### src/rtl/ssd_scan_mux.sv
// rtl/ssd_scan_mux.sv - prescaled, frame-coherent seven-segment digit scan controller
// Optional anti-ghost blanking at the start of each digit slot: define SSD_BLANK_EN.
module ssd_scan_mux #(
  parameter int DIGITS        = 4,
  parameter int CODE_W        = 5,
  parameter int PRESCALE      = 50000,
  parameter int BLANK_CYCLES  = 8,
  parameter bit AN_ACTIVE_LOW = 1'b1
) (
  input  logic                        clk,
  input  logic                        rst,
  input  logic [DIGITS*CODE_W-1:0]    ssd_in,
  input  logic [DIGITS-1:0]           digit_en,
  output logic [DIGITS-1:0]           an,
  output logic [CODE_W-1:0]           code_out,
  output logic [$clog2(DIGITS)-1:0]   digit_idx,
  output logic                        frame_start
);

  localparam int IDX_W = $clog2(DIGITS);
  localparam int CNT_W = $clog2(PRESCALE);
  localparam logic [CNT_W-1:0]  CNT_LAST = CNT_W'(PRESCALE - 1);
  localparam logic [IDX_W-1:0]  IDX_LAST = IDX_W'(DIGITS - 1);
  localparam logic [DIGITS-1:0] AN_IDLE  = AN_ACTIVE_LOW ? '1 : '0;

  logic [CNT_W-1:0]         cnt_q, cnt_d;
  logic [IDX_W-1:0]         idx_q, idx_d;
  logic [DIGITS*CODE_W-1:0] snap_code_q, snap_code_d;
  logic [DIGITS-1:0]        snap_en_q, snap_en_d;
  logic [DIGITS-1:0]        an_q, an_d;
  logic                     frame_q, frame_d;
  logic                     tick;
  logic [DIGITS-1:0]        active;

  always_ff @(posedge clk or posedge rst) begin
    if (rst) begin
      cnt_q       <= CNT_LAST;
      idx_q       <= IDX_LAST;
      snap_code_q <= '0;
      snap_en_q   <= '0;
      an_q        <= AN_IDLE;
      frame_q     <= 1'b0;
    end else begin
      cnt_q       <= cnt_d;
      idx_q       <= idx_d;
      snap_code_q <= snap_code_d;
      snap_en_q   <= snap_en_d;
      an_q        <= an_d;
      frame_q     <= frame_d;
    end
  end

  // Snapshot and index advance share the tick edge, so a new frame sees fresh inputs.
  always_comb begin
    tick        = (cnt_q == CNT_LAST);
    cnt_d       = tick ? '0 : cnt_q + 1'b1;
    idx_d       = idx_q;
    if (tick) begin
      idx_d = (idx_q == IDX_LAST) ? '0 : idx_q + 1'b1;
    end
    frame_d     = tick && (idx_d == '0);
    snap_code_d = frame_d ? ssd_in : snap_code_q;
    snap_en_d   = frame_d ? digit_en : snap_en_q;

    active = AN_IDLE;
    for (int k = 0; k < DIGITS; k++) begin
      if (idx_d == IDX_W'(k) && snap_en_d[k]) begin
        active[DIGITS-1-k] = ~AN_IDLE[DIGITS-1-k];
      end
    end

    an_d = an_q;
`ifdef SSD_BLANK_EN
    if (tick) begin
      an_d = AN_IDLE;
    end else if (cnt_d == CNT_W'(BLANK_CYCLES)) begin
      an_d = active;
    end
`else
    if (tick) begin
      an_d = active;
    end
`endif
  end

  always_comb begin
    code_out = '0;
    for (int k = 0; k < DIGITS; k++) begin
      if (idx_q == IDX_W'(k)) begin
        code_out = snap_code_q[(DIGITS-k)*CODE_W-1 -: CODE_W];
      end
    end
  end

  assign an          = an_q;
  assign digit_idx   = idx_q;
  assign frame_start = frame_q;

endmodule
### config.mk
export PLATFORM = sky130hd
export DESIGN_NAME = ssd_scan_mux
export DESIGN_NICKNAME = d
export VERILOG_FILES = /design/src/rtl/ssd_scan_mux.sv
export SDC_FILE = /design/constraint.sdc
export NUM_CORES = 1
export LEC_CHECK = 0
export ABC_AREA = 1
export CORE_ASPECT_RATIO = 0.5
export CORE_MARGIN = 10
export CORE_UTILIZATION = 50
export CTS_CLUSTER_DIAMETER = 150
export DETAILED_ROUTE_END_ITERATION = 6
export GPL_TIMING_DRIVEN = 1
export HOLD_SLACK_MARGIN = 0.02
export PLACE_DENSITY = 0.77
export SYNTH_ARGS = -nofsm -noshare
export SYNTH_HDL_FRONTEND = slang
export SYNTH_SLANG_ARGS = --single-unit
### constraint.sdc
create_clock -name clk -period 2 [get_ports clk]
set_input_delay 0.4 -clock clk [delete_from_list [all_inputs] [get_ports clk]]
set_output_delay 0.4 -clock clk [all_outputs]
set_load 0.05 [all_outputs]
==> metrics, run 1 <==
largest net degree at the start of global routing=47; CTS tree=done; R2R depth=8; Crit Path Class=reg2out; Avg WL per Cell=13.4 µm; first-pass GRT wire length=approximately 8600 µm; Synth Area in XOR/XNOR=0.0230; Slew headroom=0.665; CTS Buf Count=5; Startpoint Class=flip-flop; final instance area=3030 µm²; Syn Area/Cell=8.27 µm²; RSZ-0062 raised after global routing=true; detailed placement HPWL=3720 µm; Tmin final=2260 ps; GP Congestion=0.887; clock sink total=46; main area contributors after synthesis=dfrtp_1 34%, dfstp_2 17%, nand2_1 17%, nor2_1 4.1%, inv_1 3.5%; clk root buf=clkbuf_8; Place WS=40.2 ps; layout cells sized above 1=0.231; CP Data Required Time=1600 ps; FF+latch count, synth=46; Net Count, Synth=around 310; gate count of the mapped netlist=276; site row count=17; Design Power=1.73 mW; Post-Route Utilization=0.689; Final ANT Viol Nets=0; slowest CP cell=dfstp_2; total iterations of the first detailed-routing run=6; Synth area leader=dfrtp_1; Adder-Cell Fraction of Synth Area=0.0274; initial antenna violation count=0; Clk pin slew, worst setup/hold paths=about 90 ps; Crit Path Max Fanout=5; number of enable flip-flop cells after synthesis=0; DP Area=roughly 2800 µm²; Routed WL=slightly above 5000 µm; pwr dens=569 nW/µm²; Slew Limit Fails=0; DIE HEIGHT=67.8 µm; Hold Slack=435 ps; Post-Synth Simple-Gate Area=0.297; core area=about 4400 µm²; clock buffer depth=2; worst r2r src=digit_idx[1]; Worst Clk Skew=4.87 ps; final count of hold timing violations=0; DRT iter0 DRCs=125; asr flop ratio synth=1.00; CP cell instances=inv_2 -> ha_4 -> nor2_4 -> nand2_1 -> a21o_1 -> a21oi_4 -> buf_12; chip width=116 µm; Global Route Usage Sum=0.136; Commonest cells post-synth=101 x nand2_1, 31 x dfrtp_1, 25 x nor2_1; io pins=38; main combinational cell family by area after synthesis=simple AND/OR/NAND/NOR gates; Peak VDD IR=around 0.00030 V; Compound-Gate Fraction of Synth Area=0.0757; status=finished, violations left; Slew @ Worst Pin=500 ps; max frequency=between 400 and 500 MHz; Post-Synthesis Cell Area=2280 µm²; r2r endpoint=an[3]; failing checks=negative setup slack; Unique masters post-synth=30; H-Tree Depth=2; Post-CTS Hold Buffers=0; CP peak stage delay=580 ps; drt drc=0; most common flop cell mapped by yosys=dfrtp_1; final setup vio count=5; net count reported at finish=between 300 and 400; Tcrit/Tclk final=1.13; Yosys top cell area share=0.340; CP arrival=around 1900 ps; maximum capacitance violations=0; # diodes=0; Worst Hold Class=in2async; most instantiated library cell after synthesis=nand2_1; clock latency on the worst-skew pair=300 ps; via count of the routed design=1884; die area=between 7000 and 8000 µm²; final worst slack=-260 ps; vias in the first global route=1924; Layout area overhead=32.9%; Register-to-Register Setup Slack=160 ps; Initial Util=0.518; remaining global-route overflow=0; share of the yosys chip area belonging to registers=0.513; warnings from Yosys=0; Leak Pwr=between 1 and 1.5 nW; crit path capture type=primary output; I/O Buffers=37; mux share of post-synthesis cell area=0; vias per cell=4.94
-- metal layers --
metal | up-vias | share of wire | GRT usage
li1 | 961 | - | -
met1 | 885 | 0.46 | 0.160
met2 | 34 | 0.49 | 0.245
met3 | 4 | 0.041 | 0.0363
met4 | 0 | 0.0078 | 0.0376
met5 | - | 0 | 0
-- sequential cells by signal, indices dropped and copies added, names as in the netlist --
register / cells
snap_code_q: 20
cnt_q: 16
an: 4
snap_en_q: 3
digit_idx: 2
frame_start: 1
-- how the worst max path moves through the flow --
stage | startpoint | endpoint | slack, ps | cells past startpoint
6_report | digit_idx[1] | code_out[0] | -260 | 7
5_1_grt | digit_idx[1] | code_out[1] | -330 | 7
4_1_cts | digit_idx[1] | code_out[4] | -230 | 7
3_5_place_dp | digit_idx[0] | code_out[0] | 40 | 5
3_3_place_gp | digit_idx[0] | code_out[0] | 60 | 5
2_1_floorplan | digit_idx[1] | code_out[0] | -70 | 6
-- critical path: cells and delay by family, from the launching register on --
family          cells  cell delay (ps)
flops               1              580
compound gates      2              380
simple gates        2              220
buf+inv             2              210
fa+ha+maj           1              170
-- power by group --
group | switching (mW) | leakage (nW) | total, mW | internal, mW
registers | 0 | 0.459 | 0.931 | 0.931
clock network | 0.343 | 0.0591 | 0.725 | 0.382
logic | 0.0243 | 0.850 | 0.0707 | 0.0463
total | 0.368 | 1.37 | 1.73 | 1.36
-- timing repair --
action / in CTS / in global routing
pin swaps: 2 / 7
setup endpoints to repair: 5 / 28
gates resized for setup: 2 / 8
setup buffers: 3 / 1
-- layout by cell type (no fill, tap or decap), drive strengths merged --
master           n
nand3           12
bufinv           1
nand4            5
a21o             5
nor3             6
a31oi            1
dfrtp           31
inv             27
o22ai            1
nand2          103
clkbuf           5
o21a             3
a21oi           15
nor2            30
dfstp           15
clkdlybuf4s50   26
ha               5
clkinv           2
buf             20
o21ai            5
xor2             6
-- layout make-up --
| type | instances | area [µm²] |
|---|---|---|
| fillers | 346 | 1370 |
| clock inverters | 3 | 47.5 |
| flip-flops and latches | 46 | 1170 |
| inverters | 27 | 106 |
| clock buffers | 5 | 68.8 |
| well taps | 57 | 71.3 |
| multi-input cells | 197 | 1070 |
| repair buffers | 46 | 498 |
-- through the flow --
step           TNS (ps)  instances
2_1_floorplan      -249        276
3_3_place_gp          0        369
3_5_place_dp          0        369
4_1_cts           -1130        380
5_1_grt           -1510        381
6_report          -1150        381
-- cell families after synthesis --
logic type,Yosys count
AOI/OAI and AO/OA,30
xor gates and xnor gates,6
adders and majority gates,5
buffers and inverters,33
DFF,46
and+or+nand+nor,156
No activity file was read; power rests on OpenSTA's default activity.
==> run 2, diff against run 1 <==
--- a/config.mk
+++ b/config.mk
@@ -8,12 +8,12 @@
 export ABC_AREA = 1
 export CORE_ASPECT_RATIO = 0.5
 export CORE_MARGIN = 10
-export CORE_UTILIZATION = 50
+export CORE_UTILIZATION = 53
 export CTS_CLUSTER_DIAMETER = 150
 export DETAILED_ROUTE_END_ITERATION = 6
 export GPL_TIMING_DRIVEN = 1
 export HOLD_SLACK_MARGIN = 0.02
-export PLACE_DENSITY = 0.77
+export PLACE_DENSITY = 0.81
 export SYNTH_ARGS = -nofsm -noshare
 export SYNTH_HDL_FRONTEND = slang
 export SYNTH_SLANG_ARGS = --single-unit
==> metrics, run 2 (synthesis gave the netlist of run 1 again) <==
status=finished, violations left; failing checks=negative setup slack; max frequency=432 MHz (-2.3%); slowest CP cell=dfstp_4; critical path buffer and inverter count=2 (unchanged); final worst slack=-314 ps (-53.9 ps); site row count=16 (-1); Sw Ratio=0.201 (-0.0121); CP peak stage delay=690 ps (+110 ps); vias per cell=5.23 (+5.7%); Worst Hold Class=in2async; commonest non-fill, non-tap cell in the layout=nand2_1; detailed placement HPWL=3920 µm (+5.4%); Tcrit/Tclk final=1.16 (+0.0269); Reg power frac=0.561 (+0.022); vias in the first global route=1948 (+1.2%); pwr dens=548 nW/µm² (-3.8%); Fillers=282 (-18%); core area=4020 µm² (-8.6%); Final ANT Viol Nets=0 (unchanged); Layout area overhead=32.8% (about the same); CP arrival=1910 ps (+50 ps); CTS Buf Count=5 (unchanged); first-pass GRT wire length=8930 µm (+4.2%); die area=7490 µm² (-4.3%); maximum capacitance violations=0 (unchanged); dpl cells=364 (-1.4%); RSZ-0062 raised after global routing=true; critical path launch point=digit_idx[0]; initial antenna violation count=0 (unchanged); most frequent cells in the layout=99 x nand2_1, 31 x dfrtp_1, 26 x clkdlybuf4s50_1; Slew @ Worst Pin=550 ps (+50.3 ps); clock latency on the worst-skew pair=300 ps (about the same); Comb pwr share=0.043 (+0.002); I/O Buffers=37 (unchanged); Leak Pwr=1.37 nW (+0.31%); Peak VDD IR=0.000277 V (-6.8%); Seq. cell area=1170 µm² (unchanged); P_int=1.33 mW (-2.4%); final setup vio count=5 (unchanged); CP Data Required Time=1600 ps (about the same); Crit Path Class=reg2out; remaining global-route overflow=0 (unchanged); clk root buf=clkbuf_8; H-Tree Depth=2 (unchanged); Global Route Usage Sum=0.144 (+0.00815); area of the multi-input gates=1080 µm² (+1.2%); Post-CTS Hold Buffers=0 (unchanged); largest net degree at the start of global routing=33 (-30%); via count of the routed design=1981 (+5.1%); Clk pin slew, worst setup/hold paths=90 ps (about the same); layout cells sized above 1=0.243 (+0.0116); CP cell instances=ha_4 -> buf_4 -> nand2_1 -> a21o_1 -> a21oi_4 -> buf_12; DIE HEIGHT=66.4 µm (-2.0%); Initial Util=0.567 (+0.0488); net count reported at finish=355 (+0.28%); CTS tree=done; DRT iter0 DRCs=101 (-19%); final instance area=3030 µm² (about the same); io pins=38 (unchanged); Crit Path Max Fanout=5 (unchanged); Place WS=43.7 ps (+3.51 ps); final non-filler cell total=379 (-0.52%); DP Area=2830 µm² (-0.66%); clock sink total=46 (unchanged); Startpoint Class=flip-flop; Tmin final=2310 ps (+53.9 ps); Slew headroom=0.631 (-0.0347); setup TNS=-1390 ps (-245 ps); Worst Clk Skew=6.55 ps (+1.69 ps); GP Congestion=0.887 (about the same); NetSw=333 µW (-9.4%); chip width=113 µm (-2.4%); critical path's top delay family=flip-flops; drt drc=0 (unchanged); crit path capture type=primary output; clock buffer depth=2 (unchanged); Avg WL per Cell=14.8 µm (+11%); final count of hold timing violations=0 (unchanged); Largest register FFs=20 (unchanged); total iterations of the first detailed-routing run=5 (-1); worst r2r src=digit_idx[0]; largest register by flop count=snap_code_q; # diodes=0 (unchanged); Slew Limit Fails=0 (unchanged); Routed WL=5610 µm (+10%); clock share of power=0.396 (-0.024)
[run 2: cell count changes in the layout (fill, tap and decap cells not counted), moves of 2 or more]
cell | previous run | this run
a21oi_2 | 0 | 2
inv_6 | 2 | 0
buf_4 | 13 | 15
nor2_2 | 4 | 7
clkbuf_8 | 5 | 8
nor2_1 | 23 | 20
a21oi_1 | 10 | 8
[run 2: through the flow]
stage               hold WS, ps  total power, mW   util
floorplan                   445            0.961      -
detailed placement          470             1.02  0.702
finish                      381             1.66  0.753
CTS                         400             1.67  0.741
global placement            466             1.02  0.702
global route                419             1.72  0.753
[run 2: routing by layer]
layer / share of wire / GRT usage / vias up
met3: 0.062 / 0.0489 / 18
met2: 0.49 / 0.263 / 78
met5: 0 / 0 / -
li1: - / - / 960
met1: 0.42 / 0.159 / 925
met4: 0.023 / 0.0409 / 0
[run 2: repair_timing]
item,in CTS,in global routing
pin swaps,4,8
resized for setup,5,8
setup endpoints to repair,5,11
buffers inserted,4,3
[run 2: power by group through the flow]
stage          registers, mW  clock network, mW  logic, mW
6_report               0.931              0.657     0.0715
5_1_grt                0.931              0.709     0.0788
4_1_cts                0.931              0.665     0.0731
3_5_place_dp           0.948                  0     0.0733
3_3_place_gp           0.948                  0     0.0711
2_1_floorplan          0.948                  0     0.0134
[run 2: worst paths after layout]
path                       slack, ps  cells after the start         endpoint
max                             -310                      6      code_out[0]
min                              380                      2         cnt_q[4]
max reg2reg                      110                      7  snap_code_q[13]
min reg2reg                      480                      2         cnt_q[9]
max in group asynchronous       1040                      3         cnt_q[9]
min in group clk                 480                      2         cnt_q[9]
[run 2: final cells by class]
cell class / count / area share
Inverter: 27 / 0.0351
Tap cell: 54 / 0.0223
Multi-Input combinational cell: 197 / 0.356
Sequential cell: 46 / 0.387
Clock buffer: 8 / 0.0363
Timing Repair Buffer: 47 / 0.163
==> run 3, diff against run 2 <==
--- a/config.mk
+++ b/config.mk
@@ -7,13 +7,13 @@
 export LEC_CHECK = 0
 export ABC_AREA = 1
 export CORE_ASPECT_RATIO = 0.5
-export CORE_MARGIN = 10
+export CORE_MARGIN = 5
 export CORE_UTILIZATION = 53
 export CTS_CLUSTER_DIAMETER = 150
 export DETAILED_ROUTE_END_ITERATION = 6
 export GPL_TIMING_DRIVEN = 1
 export HOLD_SLACK_MARGIN = 0.02
-export PLACE_DENSITY = 0.81
+export PLACE_DENSITY = 0.82
 export SYNTH_ARGS = -nofsm -noshare
 export SYNTH_HDL_FRONTEND = slang
 export SYNTH_SLANG_ARGS = --single-unit
==> metrics, run 3 (synthesis gave the netlist of run 1 again) <==
status=finished, violations left; failing checks=negative setup slack; site row count=16 (unchanged); r2r endpoint=an[2]; CTS tree=done; first-pass GRT wire length=8450 µm (-5.3%); initial antenna violation count=0 (unchanged); maximum capacitance violations=0 (unchanged); Layout area overhead=32.8% (unchanged); clock sink total=46 (unchanged); CP Data Required Time=1600 ps (about the same); Final ANT Viol Nets=0 (unchanged); Register-to-Register Setup Slack=110 ps (about the same); Avg WL per Cell=12.9 µm (-13%); Place WS=33.2 ps (-10.5 ps); Tcrit/Tclk final=1.12 (-0.0355); Worst Clk Skew=9.05 ps (+2.50 ps); R2R depth=8 (+1); clock buffer depth=2 (unchanged); CP arrival=1840 ps (-70 ps); Tmin final=2240 ps (-71.1 ps); DRT iter0 DRCs=78 (-23%); max frequency=446 MHz (+3.2%); crit path capture type=primary output; Crit Path Max Fanout=10 (+5); DIE HEIGHT=56.4 µm (-15%); I/O Buffers=37 (unchanged); most frequent cells in the layout=100 x nand2_1, 31 x dfrtp_1, 26 x clkdlybuf4s50_1; chip width=103 µm (-8.9%); GP Congestion=0.917 (+3.4%); Slew headroom=0.671 (+0.0403); worst r2r src=cnt_q[0]; via count of the routed design=1935 (-2.3%); final worst slack=-242 ps (+71.1 ps); Design Power=1.82 mW (+9.8%); CTS Buf Count=5 (unchanged); final instance area=3030 µm² (unchanged); clk root buf=clkbuf_8; core area=4020 µm² (unchanged); io pins=38 (unchanged); detailed placement HPWL=3490 µm (-11%); largest net degree at the start of global routing=47 (+42%); final count of hold timing violations=0 (unchanged); Routed WL=4880 µm (-13%); Leak Pwr=1.38 nW (+0.71%); remaining global-route overflow=0 (unchanged); Clk pin slew, worst setup/hold paths=90 ps (about the same); Startpoint Class=flip-flop; clock latency on the worst-skew pair=300 ps (about the same); critical path launch point=digit_idx[1]; commonest non-fill, non-tap cell in the layout=nand2_1; Worst Hold Class=in2async; Peak VDD IR=0.000348 V (+25%); Largest register FFs=20 (unchanged); drt drc=0 (unchanged); Post-Route Utilization=0.753 (unchanged); pwr dens=601 nW/µm² (+9.8%); total iterations of the first detailed-routing run=4 (-1); # diodes=0 (unchanged); Crit Path Class=reg2out; Global Route Usage Sum=0.185 (+0.0409); Slew Limit Fails=0 (unchanged); vias per cell=5.11 (-2.3%); Initial Util=0.567 (unchanged); end point of the critical path=code_out[2]; DP Area=2840 µm² (+0.53%); Slew @ Worst Pin=492 ps (-58.6 ps); H-Tree Depth=2 (unchanged); net count reported at finish=355 (unchanged); largest register by flop count=snap_code_q; Hold Slack=426 ps (+45.6 ps); vias in the first global route=1867 (-4.2%); layout cells sized above 1=0.222 (-0.0215); RSZ-0062 raised after global routing=true; final setup vio count=5 (unchanged); die area=5800 µm² (-23%)
==> run 3: changes by cell type in the layout (fill, tap and decap cells not counted), sizes merged <==
cell	delta
bufinv	+2
clkbuf	-3
clkinv	+1
==> run 3: per-layer routing <==
metal / track usage / vias to the layer above / routed length [µm] / share of wire
li1: - / 964 / - / -
met1: 0.247 / 905 / 2140 / 0.44
met2: 0.298 / 57 / 2430 / 0.50
met3: 0.0396 / 9 / 218 / 0.045
met4: 0.0664 / 0 / 85 / 0.017
met5: 0 / - / 0 / 0
==> run 3: timing repair <==
action                                  in CTS  in global routing
endpoints found under the setup margin       5                 28
pin swaps                                    1                  4
gates cloned                                 0                  0
hold buffers                                 0                  0
hold endpoints to repair                     0                  0
buffers inserted                             2                  3
gates resized for setup                      2                  4
==> run 3: critical path, cell delays in order, from the launching register on <==
cell,delay (ps)
dfstp_2,550
buf_4,110
buf_4,100
ha_2,280
a21oi_1,140
a21oi_4,200
buf_12,150
==> run 3: report_power, final <==
group	switching [mW]	internal [mW]	leakage [nW]
Clock	0.320	0.500	0.0683
Sequential	0	0.931	0.459
Combinational	0.0237	0.0463	0.854
Total	0.344	1.48	1.38
==> run 3: worst min-delay path by stage <==
stage / end / from / cells past startpoint
2_1_floorplan: snap_en_q[3] / snap_en_q[3] / 2
3_3_place_gp: snap_code_q[6] / snap_code_q[6] / 2
3_5_place_dp: snap_en_q[2] / snap_en_q[2] / 2
4_1_cts: cnt_q[12] / rst / 3
5_1_grt: cnt_q[4] / rst / 3
6_report: cnt_q[4] / rst / 3
==> run 3: area by class of cell <==
| cell class | count | area, µm² |
|---|---|---|
| clock inverter | 3 | 68.8 |
| inverter | 27 | 109 |
| fill | 271 | 993 |
| timing repair buffer | 47 | 493 |
| sequential | 46 | 1170 |
| tap | 54 | 67.6 |
| clock buffer | 5 | 68.8 |
| multi-input combinational | 197 | 1050 |
==> run 3: metrics by stage <==
stage                     instances  setup TNS (ps)
after floorplan                 276            -249
after global placement          366               0
after detailed placement        366               0
after CTS                       376           -1130
after global routing            379           -1560
final                           379           -1160
